--- config.mk ---
export PLATFORM = sky130hd
export DESIGN_NAME = mem_wb_stage_flat
export DESIGN_NICKNAME = d
export VERILOG_FILES = /design/src/rtl/mem_wb_stage_if.sv /design/src/rtl/mem_wb_stage.sv /design/src/flat_wrapper.sv
export SDC_FILE = /design/constraint.sdc
export NUM_CORES = 1
export LEC_CHECK = 0
export BUFFER_PORTS_ARGS = -buffer_cell sky130_fd_sc_hd__clkbuf_2
export CAP_MARGIN = 20
export CORE_AREA = 3 3 63 94
export CTS_BUF_LIST = sky130_fd_sc_hd__clkbuf_2
export DETAILED_ROUTE_END_ITERATION = 8
export DIE_AREA = 0 0 66 97
export GPL_TIMING_DRIVEN = 0
export HOLD_SLACK_MARGIN = 0.05
export PLACE_DENSITY = 0.87
export SYNTH_ARGS = -nofsm -noshare
export SYNTH_HDL_FRONTEND = slang
export SYNTH_SLANG_ARGS = --single-unit
--- constraint.sdc ---
create_clock -name clk -period 2.92 [get_ports clk]
set_input_delay 0.146 -clock clk [delete_from_list [all_inputs] [get_ports clk]]
set_output_delay 0.146 -clock clk [all_outputs]
set_load 0.005 [all_outputs]
--- src/rtl/mem_wb_stage_if.sv ---
// Data-memory request/acknowledge bus between the MEM stage and the data memory.
// Latency: none, pure wiring bundle.
// Backpressure: memory stretches a request by withholding mem_ack; the stage holds req until ack or abort.
//
// Ports (via modports):
//   master (MEM stage): drives mem_req, mem_wr, mem_addr, mem_wdata; samples mem_ack, mem_rdata
//   slave  (memory)   : samples mem_req, mem_wr, mem_addr, mem_wdata; drives mem_ack, mem_rdata
interface mem_wb_stage_if #(
    parameter int DATA_W = 16
);
    logic              mem_req;
    logic              mem_wr;
    logic [DATA_W-1:0] mem_addr;
    logic [DATA_W-1:0] mem_wdata;
    logic              mem_ack;
    logic [DATA_W-1:0] mem_rdata;

    modport master (
        output mem_req,
        output mem_wr,
        output mem_addr,
        output mem_wdata,
        input  mem_ack,
        input  mem_rdata
    );

    modport slave (
        input  mem_req,
        input  mem_wr,
        input  mem_addr,
        input  mem_wdata,
        output mem_ack,
        output mem_rdata
    );
endinterface

--- src/rtl/mem_wb_stage.sv ---
// Memory-access stage plus MEM/WB pipeline register; runs the data-memory req/ack handshake.
// Latency: 1 cycle EX/MEM -> MEM/WB with a 0-wait memory; each memory wait cycle adds one stall cycle.
// Backpressure: stall holds the upstream pipe while a request is outstanding; aborts after TIMEOUT waits.
//
// Ports:
//   clk, rst            clock (rising edge), asynchronous active-low reset
//   instruction..Mem_en EX/MEM register outputs (instruction, ALU result, store data, dest idx, controls)
//   mem                 data-memory bus (master side): req/wr/addr/wdata out, ack/rdata in
//   stall               hold PC, IF/ID, ID/EX, EX/MEM this cycle
//   *_o                 MEM/WB register outputs; err_o pulses one cycle when an access is aborted
module mem_wb_stage #(
    parameter int DATA_W  = 16,
    parameter int TIMEOUT = 15
) (
    input  logic              clk,
    input  logic              rst,
    input  logic [15:0]       instruction,
    input  logic [DATA_W-1:0] data_out,
    input  logic [DATA_W-1:0] data_two,
    input  logic [2:0]        write_sel,
    input  logic              Reg_write,
    input  logic              Mem_read,
    input  logic              Mem_write,
    input  logic              Mem_reg,
    input  logic              Mem_en,
    mem_wb_stage_if.master    mem,
    output logic              stall,
    output logic [15:0]       instruction_o,
    output logic [DATA_W-1:0] wb_data_o,
    output logic [2:0]        write_sel_o,
    output logic              Reg_write_o,
    output logic              err_o
);

    localparam logic [15:0] NOP_INSTR = 16'h0800;
    localparam logic [7:0]  TIMEOUT_C = 8'(TIMEOUT);

    typedef enum logic {
        S_IDLE,
        S_WAIT
    } state_t;

    state_t     state_q;
    state_t     state_d;
    logic [7:0] cnt_q;
    logic [7:0] cnt_d;
    logic       op;
    logic       req_c;
    logic       abort;
    logic       load_wb;

    assign op = Mem_en & (Mem_read | Mem_write);

    // Address/data/direction come straight from EX/MEM; the stall keeps them
    // stable for the whole WAIT period, so no local capture is needed.
    assign mem.mem_wr    = Mem_write;
    assign mem.mem_addr  = data_out;
    assign mem.mem_wdata = data_two;
    // Request must drop the instant reset asserts, even though an op may be presented.
    assign mem.mem_req   = req_c & rst;

    // A store never writes back memory data, even if Mem_read is also set.
    assign load_wb = Mem_reg & Mem_read & ~Mem_write;

    always_comb begin
        state_d = state_q;
        cnt_d   = cnt_q;
        req_c   = 1'b0;
        stall   = 1'b0;
        abort   = 1'b0;
        case (state_q)
            S_IDLE: begin
                if (op) begin
                    req_c = 1'b1;
                    if (!mem.mem_ack) begin
                        stall   = 1'b1;
                        state_d = S_WAIT;
                        cnt_d   = 8'd1;
                    end
                end
            end
            S_WAIT: begin
                req_c = 1'b1;
                // Ack is tested first so it wins over a coincident timeout.
                if (mem.mem_ack) begin
                    state_d = S_IDLE;
                    cnt_d   = 8'd0;
                end else if (cnt_q < TIMEOUT_C) begin
                    stall = 1'b1;
                    cnt_d = cnt_q + 8'd1;
                end else begin
                    abort   = 1'b1;
                    state_d = S_IDLE;
                    cnt_d   = 8'd0;
                end
            end
            default: begin
                state_d = S_IDLE;
                cnt_d   = 8'd0;
            end
        endcase
    end

    always_ff @(posedge clk or negedge rst) begin
        if (!rst) begin
            state_q <= S_IDLE;
            cnt_q   <= 8'd0;
        end else begin
            state_q <= state_d;
            cnt_q   <= cnt_d;
        end
    end

    // MEM/WB register: advances when not stalled, otherwise injects a NOP bubble
    // while keeping the data/index fields to avoid needless toggling.
    always_ff @(posedge clk or negedge rst) begin
        if (!rst) begin
            instruction_o <= NOP_INSTR;
            wb_data_o     <= '0;
            write_sel_o   <= '0;
            Reg_write_o   <= 1'b0;
            err_o         <= 1'b0;
        end else if (!stall) begin
            instruction_o <= instruction;
            write_sel_o   <= write_sel;
            wb_data_o     <= load_wb ? mem.mem_rdata : data_out;
            Reg_write_o   <= Reg_write & ~abort;
            err_o         <= abort;
        end else begin
            instruction_o <= NOP_INSTR;
            Reg_write_o   <= 1'b0;
            err_o         <= 1'b0;
        end
    end

endmodule
--- src/flat_wrapper.sv ---
// flat-port wrapper written by rule: the top's interface ports become plain ports
module mem_wb_stage_flat 
#(
    parameter int DATA_W  = 16,
    parameter int TIMEOUT = 15
)
  (clk, rst, instruction, data_out, data_two, write_sel, Reg_write, Mem_read, Mem_write, Mem_reg, Mem_en, stall, instruction_o, wb_data_o, write_sel_o, Reg_write_o, err_o, mem_mem_req, mem_mem_wr, mem_mem_addr, mem_mem_wdata, mem_mem_ack, mem_mem_rdata);
  mem_wb_stage_if #(.DATA_W(DATA_W)) mem_i ();
  input  logic clk;
  input  logic rst;
  input  logic [15:0] instruction;
  input  logic [DATA_W-1:0] data_out;
  input  logic [DATA_W-1:0] data_two;
  input  logic [2:0] write_sel;
  input  logic Reg_write;
  input  logic Mem_read;
  input  logic Mem_write;
  input  logic Mem_reg;
  input  logic Mem_en;
  output logic stall;
  output logic [15:0] instruction_o;
  output logic [DATA_W-1:0] wb_data_o;
  output logic [2:0] write_sel_o;
  output logic Reg_write_o;
  output logic err_o;
  output wire logic [$bits(mem_i.mem_req)-1:0] mem_mem_req;
  output wire logic [$bits(mem_i.mem_wr)-1:0] mem_mem_wr;
  output wire logic [$bits(mem_i.mem_addr)-1:0] mem_mem_addr;
  output wire logic [$bits(mem_i.mem_wdata)-1:0] mem_mem_wdata;
  input wire logic [$bits(mem_i.mem_ack)-1:0] mem_mem_ack;
  input wire logic [$bits(mem_i.mem_rdata)-1:0] mem_mem_rdata;
  assign mem_mem_req = mem_i.mem_req;
  assign mem_mem_wr = mem_i.mem_wr;
  assign mem_mem_addr = mem_i.mem_addr;
  assign mem_mem_wdata = mem_i.mem_wdata;
  assign mem_i.mem_ack = mem_mem_ack;
  assign mem_i.mem_rdata = mem_mem_rdata;
  mem_wb_stage #(.DATA_W(DATA_W), .TIMEOUT(TIMEOUT)) u_core (.clk(clk), .rst(rst), .instruction(instruction), .data_out(data_out), .data_two(data_two), .write_sel(write_sel), .Reg_write(Reg_write), .Mem_read(Mem_read), .Mem_write(Mem_write), .Mem_reg(Mem_reg), .Mem_en(Mem_en), .mem(mem_i), .stall(stall), .instruction_o(instruction_o), .wb_data_o(wb_data_o), .write_sel_o(write_sel_o), .Reg_write_o(Reg_write_o), .err_o(err_o));
endmodule
Word-level counts from Yosys, hierarchy flattened. Index checks and enable logic that the tools add are counted.

Word-level logic and storage cells: 40. Input port bits: 75. Register bits: 46.

Add/subtract/negate cells: 1. Equality and inequality tests: 2. Bitwise operators: 9. Magnitude comparators: 1. Muxes and demuxes: 19. Reductions and logical operators: 1.

Operator list (number): 16-bit 2-to-1 mux (2); 8-bit 2-to-1 mux (4); 8-bit case mux with 2 select lines (1); 1-bit 2-to-1 mux (10); 8-bit by 1-bit adder with 8-bit output (second input constant) (1); 8-bit by 4-bit < comparator with 1-bit output (second input constant) (1); 1-bit AND (5); 1-bit case mux with 2 select lines (2); 1-bit inverter (3); 2-bit by 1-bit inequality test with 1-bit output (second input constant) (1); 2-bit inequality test (second input constant) (1); 2-bit AND reduction (1); 1-bit OR (1).

Longest topological paths before layout. Gate-level depths: netlist of run 1.

Word-level depth: 7. Gate-level depth with buffers: 5. Gate-level depth less buffers: 4.

Least setup slack after synthesis of run 1. Ideal clock, no wire load.

Path kind: register -> register. From: register u_core.cnt_q[7]. To: register u_core.wb_data_o[10]. Arrival: 1654 ps. Stages on the path, launching flop included: 6. Slack: 1141 ps. Period minus slack after synthesis: 1779 ps. Cells stage by stage: dfrtp_1 -> or4_4 -> nor2_4 -> a2bb2oi_4 -> buf_6 -> mux2_4.

Word-level cells in the longest chain between the ends: 4.

Ends and longest elaborated chain: start: declaration (line mem_wb_stage.sv:45) `logic [7:0] cnt_q;`; start signal: assignment (line mem_wb_stage.sv:110) `cnt_q <= cnt_d;`; 8-bit by 4-bit < comparator with 1-bit output (line mem_wb_stage.sv:88) `end else if (cnt_q < TIMEOUT_C) begin`; 1-bit 2-to-1 mux (line mem_wb_stage.sv:88); 1-bit 2-to-1 mux (line mem_wb_stage.sv:85) `if (mem.mem_ack) begin`; 1-bit case mux with 2 select lines (line mem_wb_stage.sv:71) `case (state_q)`; end signal: assignment (line mem_wb_stage.sv:126) `wb_data_o <= load_wb ? mem.mem_rdata : data_out;`; end: declaration (line mem_wb_stage.sv:29) `output logic [DATA_W-1:0] wb_data_o,`.

Every way passes these cells. A chain may end at the register's enable or synchronous reset.

Worst setup path in the final report of run 1.
From: register u_core.cnt_q[7]. To: output port stall.

Word-level cells in the longest chain between the ends: 4.

Ends and longest elaborated chain: 8-bit by 4-bit < comparator with 1-bit output (line mem_wb_stage.sv:88); 1-bit 2-to-1 mux (line mem_wb_stage.sv:88); 1-bit 2-to-1 mux (line mem_wb_stage.sv:85); 1-bit case mux with 2 select lines (line mem_wb_stage.sv:71); end: declaration (line flat_wrapper.sv:20) `output logic stall;`.

Every way passes these cells.

==> metrics.txt, run 1 <==
Via density 4.48; Avg Synthesized Cell Area 13.1 µm²; total core area 5160 µm²; first-pass GRT wire length 8.32 mm; die width 66 µm; die area about 6400 µm²; CTS tree built; register area 1150 µm²; status finished, final reports clean; initial antenna violation count 0; worst setup path endpoint stall; DR WL met2 2.98 mm; R2R Path End u_core.wb_data_o[9]; CP Class flip-flop to output pin; Worst setup SP type flip-flop; post-synthesis xor/xnor area fraction 0%; fin crit share 80.3%; YS warnings 0; RR Startpoint u_core.cnt_q[7]; MaxCap Viol Count 0; Synth area leader dfrtp_1; CTS root buffer clkbuf_2; Reg2Reg Depth 5; crit-path max FO 10; main combinational cell family by area after synthesis multiplexers; Sink Count 46; post-detailed-route wirelength per cell between 10 and 15 µm; count of final hold-check violations 0; Max Root-Sink Buffers 2; syn_nets 244; uppermost layer routed met4; Mapped Area about 2200 µm²; Synth Area in Adders 0.567%; Critical Path End Type output pin; Clock Skews approximately 18 ps; Worst setup startpoint u_core.cnt_q[7]; worst-margin pin slew 580 ps; Net Sw Frac 27.0%; Detailed Route WL approximately 5.2 mm; GP Congestion between 0.7 and 0.8; drt first-iter violations 23; leading cell types in the layout, fill and taps excluded clkbuf_2, dfrtp_1, buf_4; compound-gate portion of the synthesized area 3.97%; global route total overflow 0; register area share after synthesis 52.2%; Die Span Y 97 µm; H-tree depth 2; Worst-path clk slew 220 ps; simple-gate share of the synthesized area 9.76%; combinational share of power a little over a quarter; post-synthesis mux area share 20.5%; met3 routed WL 415 µm; WP data required about 2800 ps; starting density of the core 42.7%; Worst VDD drop 0.000354 V; Pwr per Cell Area 422 nW/µm²; Final nets 404; Area Growth Syn to Fin 46.0%; RSZ-0062 raised after global routing false; std cell rows 32; worst hold slack 96.1 ps; leak pwr 1.75 nW; share of layout cells above drive strength 1 64.4%; Clk pwr share 18.3%; Final ANT Viol Nets 0; worst reg2reg setup slack 980 ps; first-pass detailed-route iteration total 4; multi-input gate area in the final layout 768 µm²; pin count of the biggest net entering global routing 26; Hold WC Path Type input pin to flip-flop; fmax 0.427 GHz; vias in the first global route 1891; headroom to the max-slew limit about three fifths; Pint approximately 0.00099 W; Synth Instances between 150 and 200; NetSw 0.000366 W; gr usage total 16.7%; Yosys top cell area share approximately half; PortBufs 130; sequential power share a little over half; Setup TNS 0 ps; dpl hpwl 4.07 mm; Worst-Skew Late Latency 390 ps; FF+latch count, synth 46; diodes inserted 0; most common cell after layout, fill and taps aside clkbuf_2; detailed-route via count 1780; CP arrival around 2200 ps; max-slew violation count 0; Pwr Total ~0.0014 W; met1 wire length 1.74 mm; Post-CTS Setup Bufs 0; synth top area cells dfrtp_1, buf_4, mux2_2; fillers 401; num ports 147; Cell variety after synth 27; Final Setup Violations 0; CTS buffer count 5; Tmin final 2340 ps; # DRC 0
per-stage QoR:
step	area [µm²]	cells	worst slack (ps)	util [%]
5_1_grt	3220	397	365	62.4
2_1_floorplan	2210	168	1140	-
6_report	3220	397	576	62.4
4_1_cts	3220	397	529	62.4
3_5_place_dp	2960	367	1000	57.3
3_3_place_gp	2940	366	1030	57.0
cell type report:
cell class	instances	area share [%]
Sequential cell	46	35.8
Timing Repair Buffer	153	27.7
Multi-Input combinational cell	83	23.9
Buffer	37	8.62
Tap cell	68	2.64
Clock buffer	6	0.932
Clock inverter	2	0.272
Inverter	2	0.233
routing by layer:
metal	track usage [%]	vias to the layer above
li1	-	848
met1	16.3	824
met2	32.7	99
met3	2.09	9
met4	7.51	0
met5	0	-
sequential cells by signal (all words and copies together), names as in the netlist:
register	count
u_core.write_sel_o	3
u_core.instruction_o	16
u_core.err_o	1
u_core.Reg_write_o	1
u_core.state_q	1
u_core.wb_data_o	16
u_core.cnt_q	8
how the worst min path moves through the flow:
stage,start,endpoint,slack [ps],cells past startpoint
after detailed placement,rst,u_core.cnt_q[5],160,1
after CTS,mem_mem_rdata[15],u_core.wb_data_o[15],60,3
after global placement,instruction[11],u_core.instruction_o[11],340,2
final,mem_mem_rdata[0],u_core.wb_data_o[0],100,3
after global routing,mem_mem_rdata[9],u_core.wb_data_o[9],60,3
after floorplan,rst,u_core.Reg_write_o,-150,0
repair_timing:
item | in CTS | in global routing
hold buffers | 22 | 0
gates resized for setup | 0 | 0
hold endpoints to repair | 41 | 0
cell usage after synthesis:
cell and number:
a21oi_1 3, a2bb2oi_4 1, a32o_1 1, and2_1 20
and2b_1 1, buf_4 33, buf_6 2, clkbuf_1 2
dfrtp_1 45, dfstp_2 1, ha_1 1, inv_1 2
mux2_2 22, mux2_4 13, mux2i_1 1, nand2_1 3
nand2b_1 2, nand3_1 2, nand3b_1 1, nor2_1 2
nor2_4 1, nor2b_1 1, nor3_1 1, o21a_1 2
o21ai_0 3, o22ai_1 1, or4_4 1
cell families after synthesis:
logic type | after synthesis
AND/OR/NAND/NOR | 35
flip-flops | 46
buffers and inverters | 39
multiplexers | 36
AO/OA/AOI/OAI | 11
adder cells (fa/ha/maj) | 1
worst max-delay path: stages (launching register included):
cell and delay (ps):
dfrtp_1 430, or4_4 560, nor2_4 220, a2bb2oi_4 150
clkbuf_1 220, inv_1 110, clkbuf_2 120
power by group through the flow:
stage	Sequential (W)	Clock [W]	Combinational, W
final	0.000739	0.000248	0.000371
after global routing	0.000748	0.000285	0.000409
after CTS	0.000741	0.000260	0.000377
after detailed placement	0.000752	0	0.000352
after global placement	0.000746	0	0.000338
after floorplan	0.000754	0	0.000178
Note: power is estimated with default switching activity, not from simulation.
==> inputs of run 2 (changes only) <==
==> constraint.sdc (replaced) <==
create_clock -name clk -period 2.35 [get_ports clk]
set_input_delay 0.1175 -clock clk [delete_from_list [all_inputs] [get_ports clk]]
set_output_delay 0.1175 -clock clk [all_outputs]
set_load 0.005 [all_outputs]
==> metrics.txt, run 2 (synthesis results as in run 1) <==
PortBufs 130 (unchanged); crit path max-delay cell type or4_4; Worst-Skew Late Latency 390 ps (about the same); RSZ-0062 raised after global routing false; Tmin final 2140 ps; first-pass GRT wire length 8.84 mm (+6.2%); non-filler instance count after layout 409 (+3.0%); gr usage total 17.6% (+0.97 points); detailed-route via count 1834 (+3.0%); Worst VDD drop 0.000442 V (+25%); GP Congestion 0.741 (unchanged); worst-margin pin slew 615 ps (+34.2 ps); Max Root-Sink Buffers 2 (unchanged); Clock Skews 16.7 ps (-1.27 ps); placed cell count 367 (unchanged); CP arrival 2020 ps (-180 ps); Pwr per Cell Area 510 nW/µm² (+21%); top flop regs u_core.instruction_o: 16 flops, u_core.wb_data_o: 16 flops, u_core.cnt_q: 8 flops; max-slew violation count 0 (unchanged); share of layout cells above drive strength 1 62.2% (-2.3 points); post-detailed-route wirelength per cell 13.6 µm (+2.6%); Final Setup Violations 0 (unchanged); Area Growth Syn to Fin 51.7%; dpl hpwl 4.07 mm (unchanged); Worst-path clk slew 220 ps (about the same); die width 66 µm (unchanged); Sink Count 46 (unchanged); CTS buffer count 5 (unchanged); Setup TNS 0 ps (unchanged); CP Class flip-flop to output pin; Via density 4.48 (about the same); fin crit share roughly nine tenths; fillers 381 (-5.0%); std cell rows 32 (unchanged); pin count of the biggest net entering global routing 26 (unchanged); Final ANT Viol Nets 0 (unchanged); Post-CTS Setup Bufs 0 (unchanged); total core area 5160 µm² (unchanged); most common cell after layout, fill and taps aside clkbuf_2; vias in the first global route 2025 (+7.1%); WP data required 2230 ps (-540 ps); fmax 0.467 GHz; headroom to the max-slew limit 59.0% (-2.3 points); CTS root buffer clkbuf_2; Detailed Route WL 5.54 mm (+5.7%); Worst setup SP type flip-flop; leading cell types in the layout, fill and taps excluded clkbuf_2, dfrtp_1, dlygate4sd3_1; global route total overflow 0 (unchanged); crit-path max cell delay 560 ps (about the same); die area 6400 µm² (unchanged); Pwr Total 0.00171 W (+26%); drt first-iter violations 20 (-13%); Die Span Y 97 µm (unchanged); crit-path cells or4_4, nor2_4, a2bb2oi_4, inv_1, clkbuf_2; leak pwr 1.80 nW (+3.0%); num ports 147 (unchanged); diodes inserted 0 (unchanged); H-tree depth 2 (unchanged); Hold WC Path Type input pin to flip-flop; status finished, final reports clean; crit-path max FO 18 (+8); # DRC 0 (unchanged); Critical Path End Type output pin; Final nets 416 (+3.0%); starting density of the core 42.7% (unchanged); count of final hold-check violations 0 (unchanged); post_cts resized 0 (unchanged); first-pass detailed-route iteration total 2 (-2); initial antenna violation count 0 (unchanged); MaxCap Viol Count 0 (unchanged); CTS tree built
## run 2: routing by layer
metal	vias up	GRT usage [%]	wire length, µm
li1	873	-	-
met1	844	17.7	1880
met2	104	33.7	3090
met3	13	2.44	412
met4	0	8.61	158
met5	-	0	0
## run 2: cell type report
type                       count  area (µm²)  area share (%)
timing repair buffer         166        1020            30.5
buffer                        36         274            8.19
sequential                    46        1150            34.4
inverter                       2        7.51           0.224
multi-input combinational     83         768            23.0
tap                           68        85.1            2.54
clock buffer                   6        30.0           0.897
clock inverter                 2        8.76           0.262
## run 2: through the flow
step | utilization, % | hold slack (ps) | setup WS [ps] | cell area [µm²]
detailed placement | 57.3 | 130 | 430 | 2960
CTS | 64.8 | 51.1 | 156 | 3350
finish | 64.8 | 79.6 | 208 | 3350
global placement | 57.0 | 307 | 456 | 2940
global route | 64.8 | 52.8 | 0.0104 | 3350
floorplan | - | -178 | 571 | 2210
## run 2: critical path, delay by kind of cell, from the launching register on
family	cells	cell delay, ps
buffers and inverters	2	240
AND/OR/NAND/NOR	2	780
AO/OA/AOI/OAI	1	180
flip-flops	1	430
## run 2: timing repair
| action | in CTS | in global routing |
|---|---|---|
| hold buffers | 35 | 0 |
| endpoints found under the setup margin | 1 | 0 |
| endpoints found under the hold margin | 62 | 0 |
## run 2: worst paths after layout
| path | startpoint | end | slack [ps] | cells after the start |
|---|---|---|---|---|
| worst max-delay path | u_core.cnt_q[7] | stall | 210 | 5 |
| min in group asynchronous | rst | u_core.instruction_o[0] | 220 | 2 |
| worst min-delay path | mem_mem_rdata[14] | u_core.wb_data_o[14] | 80 | 3 |
| max in group asynchronous | rst | u_core.instruction_o[11] | 1540 | 3 |
| worst max register to register | u_core.cnt_q[0] | u_core.wb_data_o[9] | 340 | 5 |
| worst min register to register | u_core.cnt_q[3] | u_core.cnt_q[3] | 490 | 1 |
## run 2: report_power, final
group / internal (W) / leakage (nW) / switching, W
clock network: 0.0000734 / 0.0304 / 0.000236
registers: 0.000875 / 0.564 / 0.0000440
logic: 0.000297 / 1.21 / 0.000183
==> inputs of run 3 (changes only) <==
--- a/config.mk
+++ b/config.mk
@@ -13,7 +13,7 @@
 export DIE_AREA = 0 0 66 97
 export GPL_TIMING_DRIVEN = 0
 export HOLD_SLACK_MARGIN = 0.05
-export PLACE_DENSITY = 0.87
+export PLACE_DENSITY = 0.8
 export SYNTH_ARGS = -nofsm -noshare
 export SYNTH_HDL_FRONTEND = slang
 export SYNTH_SLANG_ARGS = --single-unit
==> metrics.txt, run 3 (synthesis results as in run 1) <==
status finished, final reports clean; Max Root-Sink Buffers 2 (unchanged); total core area 5160 µm² (unchanged); gr usage total 16.5% (-1.2 points); GR Util met3 4.07% (+1.6 points); CP Class flip-flop to output pin; Final ANT Viol Nets 0 (unchanged); Via density 4.44 (-1.1%); first-pass GRT wire length 8.21 mm (-7.1%); CTS buffer count 5 (unchanged); Worst setup SP type flip-flop; num ports 147 (unchanged); headroom to the max-slew limit 61.4% (+2.4 points); MaxCap Viol Count 0 (unchanged); count of final hold-check violations 0 (unchanged); die area 6400 µm² (unchanged); fin crit share 92.9% (+1.7 points); detailed-route via count 1819 (-0.82%); Worst VDD drop 0.000374 V (-16%); initial antenna violation count 0 (unchanged); CTS tree built; vias in the first global route 1903 (-6.0%); CTS root buffer clkbuf_2; Pwr Total 0.00170 W (-0.22%); Detailed Route WL 5.47 mm (-1.4%); pin count of the biggest net entering global routing 48 (+85%); Final Setup Violations 0 (unchanged); max-slew violation count 0 (unchanged); leading cell types in the layout, fill and taps excluded clkbuf_2, dfrtp_1, buf_4; most common cell after layout, fill and taps aside clkbuf_2; first-pass detailed-route iteration total 4 (+2); diodes inserted 0 (unchanged); die width 66 µm (unchanged); Area Growth Syn to Fin 51.4%; non-filler instance count after layout 410 (+0.24%); Setup TNS 0 ps (unchanged); Worst-path clk slew 200 ps (-20 ps); GP Congestion 0.708 (-4.4%); H-tree depth 2 (unchanged); GR Util met2 32.4% (-1.3 points); std cell rows 32 (unchanged); CP arrival 2070 ps (+50 ps); # DRC 0 (unchanged); placed cell count 366 (-0.27%); Util after Layout 64.7% (-0.12 points); post_cts resized 0 (unchanged); fillers 399 (+4.7%); WP data required 2230 ps (about the same); starting density of the core 42.7% (unchanged); Worst-Skew Late Latency 380 ps (about the same); Final nets 417 (+0.24%); fmax 0.458 GHz (-1.9%); RSZ-0062 raised after global routing false; Tmin final 2180 ps (+40.8 ps); drt first-iter violations 14 (-30%); worst hold slack 85.8 ps (+6.21 ps); Top Usage Layer GRT met2; Pwr per Cell Area 510 nW/µm² (about the same); PortBufs 130 (unchanged); Critical Path End Type output pin; post-detailed-route wirelength per cell 13.3 µm (-1.6%); Sink Count 46 (unchanged); dpl hpwl 3.86 mm (-5.2%); leak pwr 1.81 nW (+0.21%); share of layout cells above drive strength 1 63.2% (+0.99 points); Hold WC Path Type input pin to flip-flop; worst-margin pin slew 578 ps (-36.1 ps); Clock Skews 18.7 ps (+2.00 ps); global route total overflow 0 (unchanged); Die Span Y 97 µm (unchanged); global-route met1 utilization 14.8% (-2.9 points); crit-path max FO 10 (-8); top flop regs u_core.instruction_o: 16 flops, u_core.wb_data_o: 16 flops, u_core.cnt_q: 8 flops
-- run 3: layout make-up --
cell class                 count  area, µm²  area share [%]
sequential                    46       1150            34.5
timing repair buffer         166       1010            30.3
multi-input combinational     83        768            23.0
buffer                        37        278            8.31
tap                           68       85.1            2.55
clock buffer                   7       35.0            1.05
inverter                       2       7.51           0.225
clock inverter                 1       3.75           0.112
-- run 3: timing repair --
action,4_1_cts,5_1_grt
endpoints found under the hold margin,71,2
cloned,0,0
endpoints found under the setup margin,1,1
hold buffers,29,2
setup buffers,1,3
pin swaps,1,1
-- run 3: worst paths after layout --
| check | cells past startpoint | slack, ps | end | from |
|---|---|---|---|---|
| setup / recovery | 6 | 170 | stall | u_core.cnt_q[7] |
| hold / removal | 3 | 90 | u_core.wb_data_o[5] | mem_mem_rdata[5] |
| setup reg to reg | 6 | 340 | u_core.wb_data_o[10] | u_core.cnt_q[7] |
| hold reg to reg | 1 | 500 | u_core.cnt_q[3] | u_core.cnt_q[3] |
| max in group asynchronous | 3 | 1710 | u_core.instruction_o[11] | rst |
| min in group asynchronous | 2 | 100 | u_core.cnt_q[7] | rst |
-- run 3: worst max-delay path, stage by stage (launching register included) --
cell	delay, ps
dfrtp_1	430
or4_4	560
nor2_4	170
a2bb2oi_4	90
clkbuf_1	190
inv_1	120
clkbuf_2	120
-- run 3: per-layer routing --
metal / wire (µm) / part of all wire [%]
met1: 1770 / 32
met3: 489 / 8.9
met2: 3090 / 57
met5: 0 / 0
met4: 110 / 2.0
-- run 3: where the power goes --
group	total, W	internal, W	leakage (nW)	switching, W
logic	0.000486	0.000302	1.21	0.000184
clock network	0.000300	0.0000798	0.0306	0.000220
registers	0.000919	0.000875	0.564	0.0000442
-- run 3: stage by stage --
step                      area (µm²)  setup slack [ps]
after floorplan                 2210               571
after global placement          2940               449
after detailed placement        2940               404
after CTS                       3280              62.8
after global routing            3340              15.5
final                           3340               167
